### config.mk
export PLATFORM = sky130hd
export DESIGN_NAME = avi_info_frame_parser
export DESIGN_NICKNAME = d
export VERILOG_FILES = /design/src/rtl/avi_info_frame_parser.sv
export SDC_FILE = /design/constraint.sdc
export NUM_CORES = 1
export LEC_CHECK = 0
export BUFFER_PORTS_ARGS = -buffer_cell sky130_fd_sc_hd__buf_2
export CAP_MARGIN = 10
export CORE_ASPECT_RATIO = 0.9
export CORE_MARGIN = 2
export CORE_UTILIZATION = 40
export CTS_CLUSTER_DIAMETER = 60
export CTS_CLUSTER_SIZE = 28
export DETAILED_ROUTE_END_ITERATION = 16
export GPL_ROUTABILITY_DRIVEN = 0
export PLACE_DENSITY = 0.63
export SLEW_MARGIN = 30
export SYNTH_ARGS = -nofsm -noshare
export SYNTH_HDL_FRONTEND = slang
export SYNTH_SLANG_ARGS = --single-unit
### constraint.sdc
create_clock -name clk -period 2.9 [get_ports clk]
set_clock_uncertainty 0.05 [all_clocks]
set_input_delay 0 -clock clk [delete_from_list [all_inputs] [get_ports clk]]
set_output_delay 0 -clock clk [all_outputs]
set_load 0.05 [all_outputs]
### src/rtl/avi_info_frame_parser.sv
// avi_info_frame_parser: byte-serial HDMI AVI InfoFrame receiver.
// Captures HB0..HB2 and PB0..PB27, validates type/version/length/checksum
// and publishes the decoded CEA-861 AVI fields as held registers.
`timescale 1ns/1ps
module avi_info_frame_parser #(
    parameter int unsigned MIN_VERSION = 2,
    parameter int unsigned MAX_VERSION = 4,
    parameter int unsigned MIN_LENGTH  = 13
) (
    input  logic       clk,
    input  logic       resetn,
    input  logic       in_valid,
    input  logic       in_sof,
    input  logic [7:0] in_data,
    output logic       in_ready,
    output logic       frame_ok,
    output logic       frame_err,
    output logic [2:0] err_code,
    output logic       have_info,
    output logic [1:0] video_format,
    output logic       active_format_present,
    output logic [1:0] bar_info,
    output logic [1:0] scan_info,
    output logic [1:0] colorimetry,
    output logic [1:0] picture_aspect,
    output logic [3:0] active_format_aspect,
    output logic       it_content,
    output logic [2:0] ext_colorimetry,
    output logic [1:0] rgb_quant,
    output logic [1:0] nonuniform_scaling,
    output logic [6:0] vic,
    output logic [1:0] ycc_quant,
    output logic [1:0] content_type,
    output logic [3:0] pixel_repetition
);

    localparam logic [7:0] MIN_VER = MIN_VERSION[7:0];
    localparam logic [7:0] MAX_VER = MAX_VERSION[7:0];
    localparam logic [4:0] MIN_LEN = MIN_LENGTH[4:0];
    localparam logic [4:0] MAX_LEN = 5'd27;
    localparam logic [4:0] LAST_IDX = 5'd30;

    typedef enum logic [1:0] {
        S_IDLE,
        S_COLLECT,
        S_CHECK
    } state_t;

    state_t     state;
    state_t     state_nxt;
    logic [4:0] idx;
    logic [7:0] csum;
    logic [7:0] hb0;
    logic [7:0] hb1;
    logic [4:0] len;
    logic [6:0] st_pb1;
    logic [7:0] st_pb2;
    logic [7:0] st_pb3;
    logic [6:0] st_pb4;
    logic [7:0] st_pb5;
    logic       accept;
    logic       csum_en;
    logic [2:0] err_sel;

    assign accept = in_valid && in_ready;

    // Bytes past PB[L] are excluded from the checksum. At idx 1..2 the bound
    // (len+3 >= 3) always admits the byte, so a stale len is harmless there.
    assign csum_en = ({1'b0, idx} <= ({1'b0, len} + 6'd3));

    // Validation result in priority order, evaluated while in CHECK.
    always_comb begin
        err_sel = 3'd0;
        if (hb0 != 8'h82)
            err_sel = 3'd1;
        else if ((hb1 < MIN_VER) || (hb1 > MAX_VER))
            err_sel = 3'd2;
        else if ((len < MIN_LEN) || (len > MAX_LEN))
            err_sel = 3'd3;
        else if (csum != 8'h00)
            err_sel = 3'd4;
    end

    // State register.
    always_ff @(posedge clk or negedge resetn) begin
        if (!resetn)
            state <= S_IDLE;
        else
            state <= state_nxt;
    end

    // Next-state logic: an interrupting sof keeps COLLECT alive.
    always_comb begin
        state_nxt = state;
        case (state)
            S_IDLE:    if (accept && in_sof) state_nxt = S_COLLECT;
            S_COLLECT: if (accept && !in_sof && (idx == LAST_IDX)) state_nxt = S_CHECK;
            S_CHECK:   state_nxt = S_IDLE;
            default:   state_nxt = S_IDLE;
        endcase
    end

    // FSM outputs: back-pressure only during the single CHECK cycle.
    always_comb begin
        in_ready = 1'b1;
        if (state == S_CHECK)
            in_ready = 1'b0;
    end

    // Byte capture, checksum accumulation, validation result and field update.
    always_ff @(posedge clk or negedge resetn) begin
        if (!resetn) begin
            idx                   <= '0;
            csum                  <= '0;
            hb0                   <= '0;
            hb1                   <= '0;
            len                   <= '0;
            st_pb1                <= '0;
            st_pb2                <= '0;
            st_pb3                <= '0;
            st_pb4                <= '0;
            st_pb5                <= '0;
            frame_ok              <= 1'b0;
            frame_err             <= 1'b0;
            err_code              <= '0;
            have_info             <= 1'b0;
            video_format          <= '0;
            active_format_present <= 1'b0;
            bar_info              <= '0;
            scan_info             <= '0;
            colorimetry           <= '0;
            picture_aspect        <= '0;
            active_format_aspect  <= '0;
            it_content            <= 1'b0;
            ext_colorimetry       <= '0;
            rgb_quant             <= '0;
            nonuniform_scaling    <= '0;
            vic                   <= '0;
            ycc_quant             <= '0;
            content_type          <= '0;
            pixel_repetition      <= '0;
        end else begin
            frame_ok  <= 1'b0;
            frame_err <= 1'b0;
            case (state)
                S_IDLE: begin
                    if (accept && in_sof) begin
                        hb0  <= in_data;
                        csum <= in_data;
                        idx  <= 5'd1;
                    end
                end
                S_COLLECT: begin
                    if (accept && in_sof) begin
                        frame_err <= 1'b1;
                        err_code  <= 3'd5;
                        hb0       <= in_data;
                        csum      <= in_data;
                        idx       <= 5'd1;
                    end else if (accept) begin
                        case (idx)
                            5'd1:    hb1    <= in_data;
                            5'd2:    len    <= in_data[4:0];
                            5'd4:    st_pb1 <= in_data[6:0];
                            5'd5:    st_pb2 <= in_data;
                            5'd6:    st_pb3 <= in_data;
                            5'd7:    st_pb4 <= in_data[6:0];
                            5'd8:    st_pb5 <= in_data;
                            default: ;
                        endcase
                        if (csum_en)
                            csum <= csum + in_data;
                        if (idx == LAST_IDX)
                            idx <= '0;
                        else
                            idx <= idx + 5'd1;
                    end
                end
                S_CHECK: begin
                    if (err_sel != 3'd0) begin
                        frame_err <= 1'b1;
                        err_code  <= err_sel;
                    end else begin
                        frame_ok              <= 1'b1;
                        have_info             <= 1'b1;
                        video_format          <= st_pb1[6:5];
                        active_format_present <= st_pb1[4];
                        bar_info              <= st_pb1[3:2];
                        scan_info             <= st_pb1[1:0];
                        colorimetry           <= st_pb2[7:6];
                        picture_aspect        <= st_pb2[5:4];
                        active_format_aspect  <= st_pb2[3:0];
                        it_content            <= st_pb3[7];
                        ext_colorimetry       <= st_pb3[6:4];
                        rgb_quant             <= st_pb3[3:2];
                        nonuniform_scaling    <= st_pb3[1:0];
                        vic                   <= st_pb4;
                        ycc_quant             <= st_pb5[7:6];
                        content_type          <= st_pb5[5:4];
                        pixel_repetition      <= st_pb5[3:0];
                    end
                end
                default: ;
            endcase
        end
    end

endmodule
==> results.md <==
* Status: finished, final reports clean
* Commonest non-fill, non-tap cell in the layout: dfrtp_1
* Post-route setup TNS at 0 ns
* Sequential fraction of the synthesis area at 53.1%
* Final HPWL DP at 8.03 mm
* DR vias at 3613
* Top FF cell, synth: dfrtp_1
* Share of layout cells above drive strength 1 at 37.4%
* Cell Pwr Density at 816 nW/um^2
* Sequential cell area at 2950 sq um
* First-pass GRT wire length at 19.8 mm
* Crit-path max FO at 8
* Fin util at 50.3%
* Core area at 13500 sq um
* Worst hold path type: input port to flop
* WHS at 0.0396 ns
* Post-CTS Hold Fix Bufs at 9
* Router iterations before antenna repair at 4
* First-iteration detailed-routing DRC count at 139
* R2r worst-path depth at 9
* Internal reg-to-reg setup slack at 0.42 ns
* Horiz. Die Dim at 128 um
* Crit path kind: flop to flop
* Final number of setup-violating endpoints at 0
* CTS root buf: clkbuf_16
* FP Rows at 40
* Yosys top cell by area: dfrtp_1
* Async SR Flop Fraction at 100%
* Rel. slew slack at 53.5%
* Drt total wl at 12.0 mm
* Post-Syn Instances at 426
* Clk slew on worst S/H paths at 0.06 ns
* DIE AREA at 14900 sq um
* Reg2reg end: csum[1]
* Final Net Count at 540
* Port Buffers at 56
* CTS resizes at 0
* Largest net degree at the start of global routing at 78
* Die H at 116 um
* Netlist cell types at 55
* Worst Setup Slack, final at 0.415 ns
* Post-Place Setup Slack at 0.438 ns
* Crit share post-route at 85.7%
* Clock sink total at 118
* Yosys top cell area share at 53.1%
* Setup bufs post-CTS at 0
* Vias in the first global route at 3742
* RR Startpoint: len[0]
* Syn_nets at 460
* Final ANT Viol Nets at 0
* CP startpoint kind: flop
* Layout fillers at 1160
* Ports at 57
* WL per Instance at 17.5 um
* Critical Path End Type: flop
* Syn-to-layout area delta at 21.9%
* Antenna cell count at 0
* CTS tree: done
* Starting Density at 41.3%
* WP data required at 3.14 ns
* Num CTS Buffers at 17
* Vias/cell at 5.26
* DRC viols at 0
* Number of synthesized flops with an enable pin at 0
* H-tree levels at 4
* Final hold violation count at 0
* Mapped Area at 5560 sq um
* HP Start: in_data[5]
* Area contributors post-synth: dfrtp_1, mux2_2, mux2_4
* Hold path depth at 2
* WHS Endpoint: st_pb1[5]
* Crit path time final at 2.48 ns
* Worst Tran Pin Value at 0.698 ns
* Total track usage at 17.6%
* Most frequent cells in the layout: dfrtp_1, buf_2, mux2_2
* Max rail drop VDD at 456 uV
* RSZ-0062 raised after global routing: false
* Initial antenna violation count at 0
* Yosys warning count at 0
* Worst skew pair latency at 0.42 ns
* Multi-input gate area at 2460 sq um
* FF+latch count, synth at 118
* Final Max Tran Viols at 0
* Global route overflow at 0
* Crit path arrival time at 2.73 ns
* Fmax achieved at 402 MHz
* LEAKAGE at 3.48 nW
* Max-cap viol count at 0
* Synthesized area per cell at 13.1 sq um
* Clk buf depth at 2
cells by family (layout without fill, tap and decap cells):
kind of cell             Yosys count  count (layout)  synth area share, %
multiplexers                      95              95                 21.7
AND/OR/NAND/NOR                   83              83                 7.90
flip-flops                       118             118                 53.1
adder cells (fa/ha/maj)           22              22                 5.09
buffers and inverters             30             123                 2.59
XOR/XNOR                           5               5                0.788
AO/OA/AOI/OAI                     73              73                 8.80
final cells by class:
cell class / count / area share, %
Tap cell: 168 / 3.10
Multi-Input combinational cell: 278 / 36.4
Timing Repair Buffer: 73 / 6.63
Sequential cell: 118 / 43.6
Clock buffer: 20 / 6.74
Clock inverter: 12 / 2.60
Inverter: 18 / 0.997
synthesized netlist by cell type (all sizes together) (5+ instances only):
| library cell | number |
|---|---|
| nand2b | 5 |
| nor2 | 11 |
| o21ai | 17 |
| dfrtp | 118 |
| clkbuf | 7 |
| inv | 18 |
| nand2 | 28 |
| ha | 21 |
| nand3 | 9 |
| a31oi | 5 |
| a21oi | 22 |
| buf | 5 |
| mux2 | 92 |
worst max-delay path, stage by stage (launching register included):
cell      delay (ns)
dfrtp_1         0.42
inv_1           0.08
ha_1            0.22
nor2_1          0.13
xnor2_1         0.14
ha_1            0.27
a21o_1          0.19
o211ai_2        0.31
and2_1          0.22
mux2_1          0.33
metal layers:
| metal | global-route usage, % | wire length (um) | up-vias |
|---|---|---|---|
| met5 | 0 | 0 | - |
| met4 | 5.05 | 112 | 0 |
| met3 | 4.94 | 484 | 11 |
| met2 | 27.4 | 5570 | 78 |
| met1 | 24.2 | 5840 | 1811 |
| li1 | - | - | 1713 |
stage by stage:
stage,cells,area [sq um],total power [W]
4_1_cts,687,6770,0.00558
3_5_place_dp,646,6050,0.00330
6_report,687,6780,0.00553
3_3_place_gp,646,6050,0.00325
5_1_grt,687,6780,0.00584
2_1_floorplan,426,5560,0.00297
where the power goes:
part	internal (W)	leakage, nW	switching, W
sequential	0.00191	1.57	0.000209
clock	0.00148	0.294	0.000753
combinational	0.000525	1.62	0.000657
total	0.00391	3.48	0.00162
worst max-delay path by stage:
stage               startpoint  endpoint
CTS                     len[0]   csum[1]
floorplan               len[0]   csum[1]
finish                  len[0]   csum[1]
detailed placement      len[0]   csum[1]
global placement        len[0]   csum[1]
global route            len[0]   csum[1]
sequential cells by signal (all words and copies together) (netlist names), 4 cells and up:
signal,count
hb0,8
st_pb5,8
st_pb3,8
len,5
hb1,8
csum,8
st_pb4,7
st_pb2,8
idx,5
st_pb1,7
active_format_aspect,4
vic,7
pixel_repetition,4
(Power assumes the default switching activity.)
